[src/rtl/timer_capture.sv]
// Input-capture unit: synchronises an external event, latches a free-running
// count on the selected edge and reports the interval between captures.
module timer_capture #(
    parameter int WIDTH       = 64,
    parameter int SYNC_STAGES = 2
) (
    input  logic             clk,
    input  logic             rst,
    input  logic             capture_in,
    input  logic             capture_en,
    input  logic [1:0]       edge_sel,
    input  logic             interrupt_en,
    input  logic             ack,
    input  logic             clear_counter,
    output logic [WIDTH-1:0] counter,
    output logic [WIDTH-1:0] captured,
    output logic [WIDTH-1:0] period,
    output logic             valid,
    output logic             overrun,
    output logic             irq
);

    typedef enum logic [1:0] {
        IDLE,
        ARMED,
        RUN
    } state_t;

    state_t                 state;
    logic [SYNC_STAGES-1:0] sync_q;
    logic                   prev_q;
    logic [WIDTH-1:0]       last;
    logic                   synced;
    logic                   rise;
    logic                   fall;
    logic                   edge_match;
    logic                   accept;

    assign synced = sync_q[SYNC_STAGES-1];
    assign rise   = synced & ~prev_q;
    assign fall   = ~synced & prev_q;
    assign irq    = valid & interrupt_en;

    always_comb begin
        edge_match = 1'b0;
        case (edge_sel)
            2'b01:   edge_match = rise;
            2'b10:   edge_match = fall;
            2'b11:   edge_match = rise | fall;
            default: edge_match = 1'b0;
        endcase
    end

    assign accept = edge_match & capture_en & (state != IDLE);

    // The synchroniser runs even while disabled so enabling with the input
    // already high cannot manufacture a rising edge.
    always_ff @(posedge clk or negedge rst) begin
        if (!rst) begin
            sync_q  <= '0;
            prev_q  <= 1'b0;
            counter <= '0;
        end else begin
            sync_q <= {sync_q[SYNC_STAGES-2:0], capture_in};
            prev_q <= synced;
            if (clear_counter) begin
                counter <= '0;
            end else if (capture_en) begin
                counter <= counter + WIDTH'(1);
            end
        end
    end

    always_ff @(posedge clk or negedge rst) begin
        if (!rst) begin
            state    <= IDLE;
            captured <= '0;
            period   <= '0;
            last     <= '0;
            valid    <= 1'b0;
            overrun  <= 1'b0;
        end else begin
            // A new capture beats a simultaneous ack; the ack only consumes old data.
            if (accept) begin
                captured <= counter;
                last     <= counter;
                period   <= (state == RUN) ? counter - last : '0;
                valid    <= 1'b1;
                overrun  <= valid & ~ack;
            end else if (ack) begin
                valid   <= 1'b0;
                overrun <= 1'b0;
            end

            if (!capture_en) begin
                state <= IDLE;
            end else begin
                case (state)
                    IDLE:    state <= ARMED;
                    ARMED:   if (accept) state <= RUN;
                    default: state <= state;
                endcase
            end
        end
    end

endmodule

[config.mk]
export PLATFORM = sky130hd
export DESIGN_NAME = timer_capture
export DESIGN_NICKNAME = d
export VERILOG_FILES = /design/src/rtl/timer_capture.sv
export SDC_FILE = /design/constraint.sdc
export NUM_CORES = 1
export LEC_CHECK = 0
export CORE_MARGIN = 1.5
export CORE_UTILIZATION = 45
export DETAILED_ROUTE_END_ITERATION = 16
export GPL_TIMING_DRIVEN = 0
export PLACE_DENSITY = 0.7
export SLEW_MARGIN = 20
export SYNTH_ARGS = -nofsm -noshare
export SYNTH_HDL_FRONTEND = slang
export SYNTH_SLANG_ARGS = --single-unit
[constraint.sdc]
create_clock -name clk -period 8.6 [get_ports clk]
set_input_delay 2.58 -clock clk [delete_from_list [all_inputs] [get_ports clk]]
set_output_delay 2.58 -clock clk [all_outputs]
set_load 0.02 [all_outputs]
==> impl_metrics.yaml, run 1 <==
setup_path:
  cp_top_family: "buffers and inverters"
  crit_chain: "clkdlybuf4s50_1 > and2_1 > clkdlybuf4s50_1"
  cp_data_arrival_time_ns: 3.72
  r2r_slack_ns: 4.48
  required_ns: 6.02
  path_class: "in -> out"
  path_max_fanout: 1
  r2r_start: "counter[0]"
  slowest_stage: "clkdlybuf4s50_1"
  end_kind: "output pin"
  worst-path-buf-inv: 2
  reg2reg_to: "period[60]"
  cp_slowest_stage_delay_ns: 0.59
  cp-start-kind: "input port"
  worstRegToRegCells: 13
  timing.critical_path.mode_cell: "clkdlybuf4s50_1"
finish:
  finalInstanceArea_sq_mm: 0.0150
  fillCellCount: 2351
  finalNetCount: 1581
  area_growth_pct: 25.9
  drive_gt1_frac: 0.0864
  diodes: 0
hold_path:
  hold_depth: 0
  holdPathEnd: "sync_q[1]"
  holdCritStartpoint: "sync_q[0]"
  worstHoldPathType: "reg -> reg"
timing:
  finalCritPeriodShare: 0.733
  tightest_slew_ns: 0.959
  rsz0062_at_grt: "no"
  slew_headroom: 0.359
  clock_skew_ns: 0.0115
  setup_viol: 0
  worst_slack_ns: 2.30
  finalMaxSlewViolations: 0
  tns_ns: 0
  hold_violations: 0
  hold_slack_ns: 0.364
  fmax_mhz: 159
  period_minus_slack_ns: 6.30
global_route:
  met1_usage: 0.337
  antenna_found_initial: 0
  grt_usage: 0.239
  gr-total-overflow: 0
  grt_pass1_vias: 9811
  use_met3: 0.0396
  grtUsageMet2: 0.375
  grt-busiest-layer: "met2"
  grt_max_degree: 75
  grt_pass1_wl_um: 52800
die:
  dieArea_sq_mm: 0.0275
  die_w_um: 166
  pin_count: 204
  row_count: 59
  start_util: 0.458
  core-area_sq_mm: 0.0261
  die_y_um: 166
yosys:
  synthArstFlopShare: 1.00
  synth-simple-area-share: 0.151
  synth_compound_area_frac: 0.161
  ys_ff_latch: 199
  synth_fa_ha_area_frac: 0.0720
  synth_top_family_by_area: "compound AO/OA/AOI/OAI gates"
  syn_area_per_cell_sq_um: 9.31
  synth_nets: 1358
  synth_area_sq_mm: 0.0119
  synth_cell_types: 75
  ys_warn_count: 0
  synth_edf_count: 0
  synthCells: 1281
  ys_seq_area_frac: 0.418
  synth_flop_cell: "dfrtp_1"
  synth_xor_area_frac: 0.0874
  synth_mux_area_frac: 0.0583
placed_design:
  dp_hpwl_um: 25400
  post-place-ws_ns: 2.30
  post_dp_cell_area_sq_mm: 0.0144
  port_buffers: 202
  place_congestion: 0.943
detailed_routing:
  via_count: 10100
  wire_per_inst_um: 17.6
  ant_nets: 0
  first_pass_iters: 5
  via_per_inst: 5.46
  drc: 0
  initialDrtViolationCount: 740
  wirelength_um: 32600
power:
  total_power_mw: 2.23
  p_leak_nw: 7.04
  irDropWorstVdd_mv: 0.0953
  powerDensity_mw_per_mm2: 149
clock_tree:
  clock_latency_ns: 0.44
  cts_tree: "built"
  postCtsSetupRepairBufs: 0
  path_clk_slew_ns: 0.07
  clockBufferDepth: 2
  cts_sinks: 199
  htreeDepth: 4
  cts_buffers: 17
  cts_hold_buf: 0
  clockRootBuffer: "clkbuf_16"
  cts_resized: 0
job:
  maxCapViolations: 0
status:
  status: "complete, no violations"
[worst max path at each step]
stage	cells past startpoint	slack, ns	startpoint	endpoint
after floorplan	1	3.23	interrupt_en	irq
after global placement	1	-3.39	rst	last[53]
after detailed placement	3	2.30	interrupt_en	irq
after CTS	3	2.29	interrupt_en	irq
after global routing	3	2.25	interrupt_en	irq
final	3	2.30	interrupt_en	irq
[cells by family (layout without fill, tap and decap cells)]
kind of cell / Yosys count / in the layout
mux: 62 / 62
flops: 199 / 199
compound gates: 305 / 305
simple gates: 395 / 395
xor+xnor: 119 / 119
buf+inv: 133 / 369
fa+ha+maj: 68 / 68
[registers in the layout (all words and copies together), names as in the netlist]
signal and flops:
counter 64, last 64, period 64, state 2
sync_q 2, overrun 1, prev_q 1, valid 1
[synth_stat cells (7+ instances only)]
| library cell | count | area share |
|---|---|---|
| a22o_1 | 7 | 0.0051 |
| o21bai_1 | 14 | 0.0088 |
| and3_1 | 17 | 0.0089 |
| dfrtp_1 | 199 | 0.42 |
| inv_1 | 81 | 0.025 |
| o21ai_1 | 13 | 0.0055 |
| nand3_1 | 29 | 0.012 |
| nand2_1 | 153 | 0.048 |
| clkbuf_1 | 35 | 0.011 |
| nand4_1 | 27 | 0.014 |
| mux2_2 | 60 | 0.057 |
| nand2b_1 | 7 | 0.0037 |
| or3_1 | 10 | 0.0052 |
| xnor2_1 | 45 | 0.033 |
| nor2_1 | 112 | 0.035 |
| a21o_1 | 28 | 0.018 |
| xor2_1 | 74 | 0.054 |
| ha_1 | 67 | 0.070 |
| a31oi_1 | 10 | 0.0052 |
| a21oi_1 | 79 | 0.033 |
| o21ai_0 | 98 | 0.041 |
[final cells by class]
class | instances | area (sq um) | area share
inverters | 82 | 308 | 0.0205
multi-input cells | 949 | 6320 | 0.421
clock buffers | 21 | 450 | 0.0300
repair buffers | 204 | 2080 | 0.139
plain buffers | 51 | 320 | 0.0213
clock inverters | 11 | 136 | 0.00908
flip-flops and latches | 199 | 4980 | 0.332
well taps | 335 | 419 | 0.0279
[placed cells by master (no fill, tap or decap), types with 4 or more instances in the layout]
master           instances
nand2_1                153
clkdlybuf4s50_1        201
a22o_1                   7
clkbuf_8                 7
nand4_1                 27
buf_6                    5
mux2_2                  60
xor2_1                  74
clkinvlp_4               4
o21bai_1                14
and2_1                   4
nor3_1                   6
inv_1                   81
nand3_1                 29
or3_1                   10
o21ai_1                 13
dfrtp_1                199
and3_1                  17
nor4_1                   5
a21o_1                  28
o21ai_0                 98
a221oi_1                 6
ha_1                    67
inv_6                    4
nand2b_1                 7
a31oi_1                 10
clkbuf_16               17
o31ai_1                  6
nor2b_1                  6
o21a_1                   6
clkbuf_1                38
a21oi_1                 79
xnor2_1                 45
nor2_1                 112
a211oi_1                 4
a21boi_0                 4
[metal layers]
layer,up-vias,part of all wire
li1,4897,-
met1,4851,0.47
met2,322,0.45
met3,46,0.052
met4,0,0.023
met5,-,0
[through the flow]
step / instances / util
finish: 1852 / 0.576
floorplan: 1281 / -
detailed placement: 1820 / 0.554
global placement: 1818 / 0.551
global route: 1852 / 0.576
CTS: 1852 / 0.576
[power by group]
group / total [mW] / switching (mW) / leakage (nW) / internal (mW)
clock: 0.825 / 0.382 / 0.273 / 0.443
sequential: 0.985 / 0.0223 / 2.76 / 0.962
combinational: 0.421 / 0.242 / 4.01 / 0.179
Power figures use the tool's default switching activity.
==> inputs of run 2 (changes only) <==
- clock period: 8.6 -> 6 ns (I/O delays scaled with it)
==> results of run 2 <==
The final DEF is identical to that of run 1. Status: complete, no violations.
Main changes from that run: setup slack after placement 2.30 ns -> 0.897 ns; setup slack after layout 2.30 ns -> 1.26 ns; register-to-register setup slack 4.48 ns -> 1.88 ns; total power 2.23 mW -> 3.20 mW; worst IR drop on VDD 0.0953 mV -> 0.137 mV
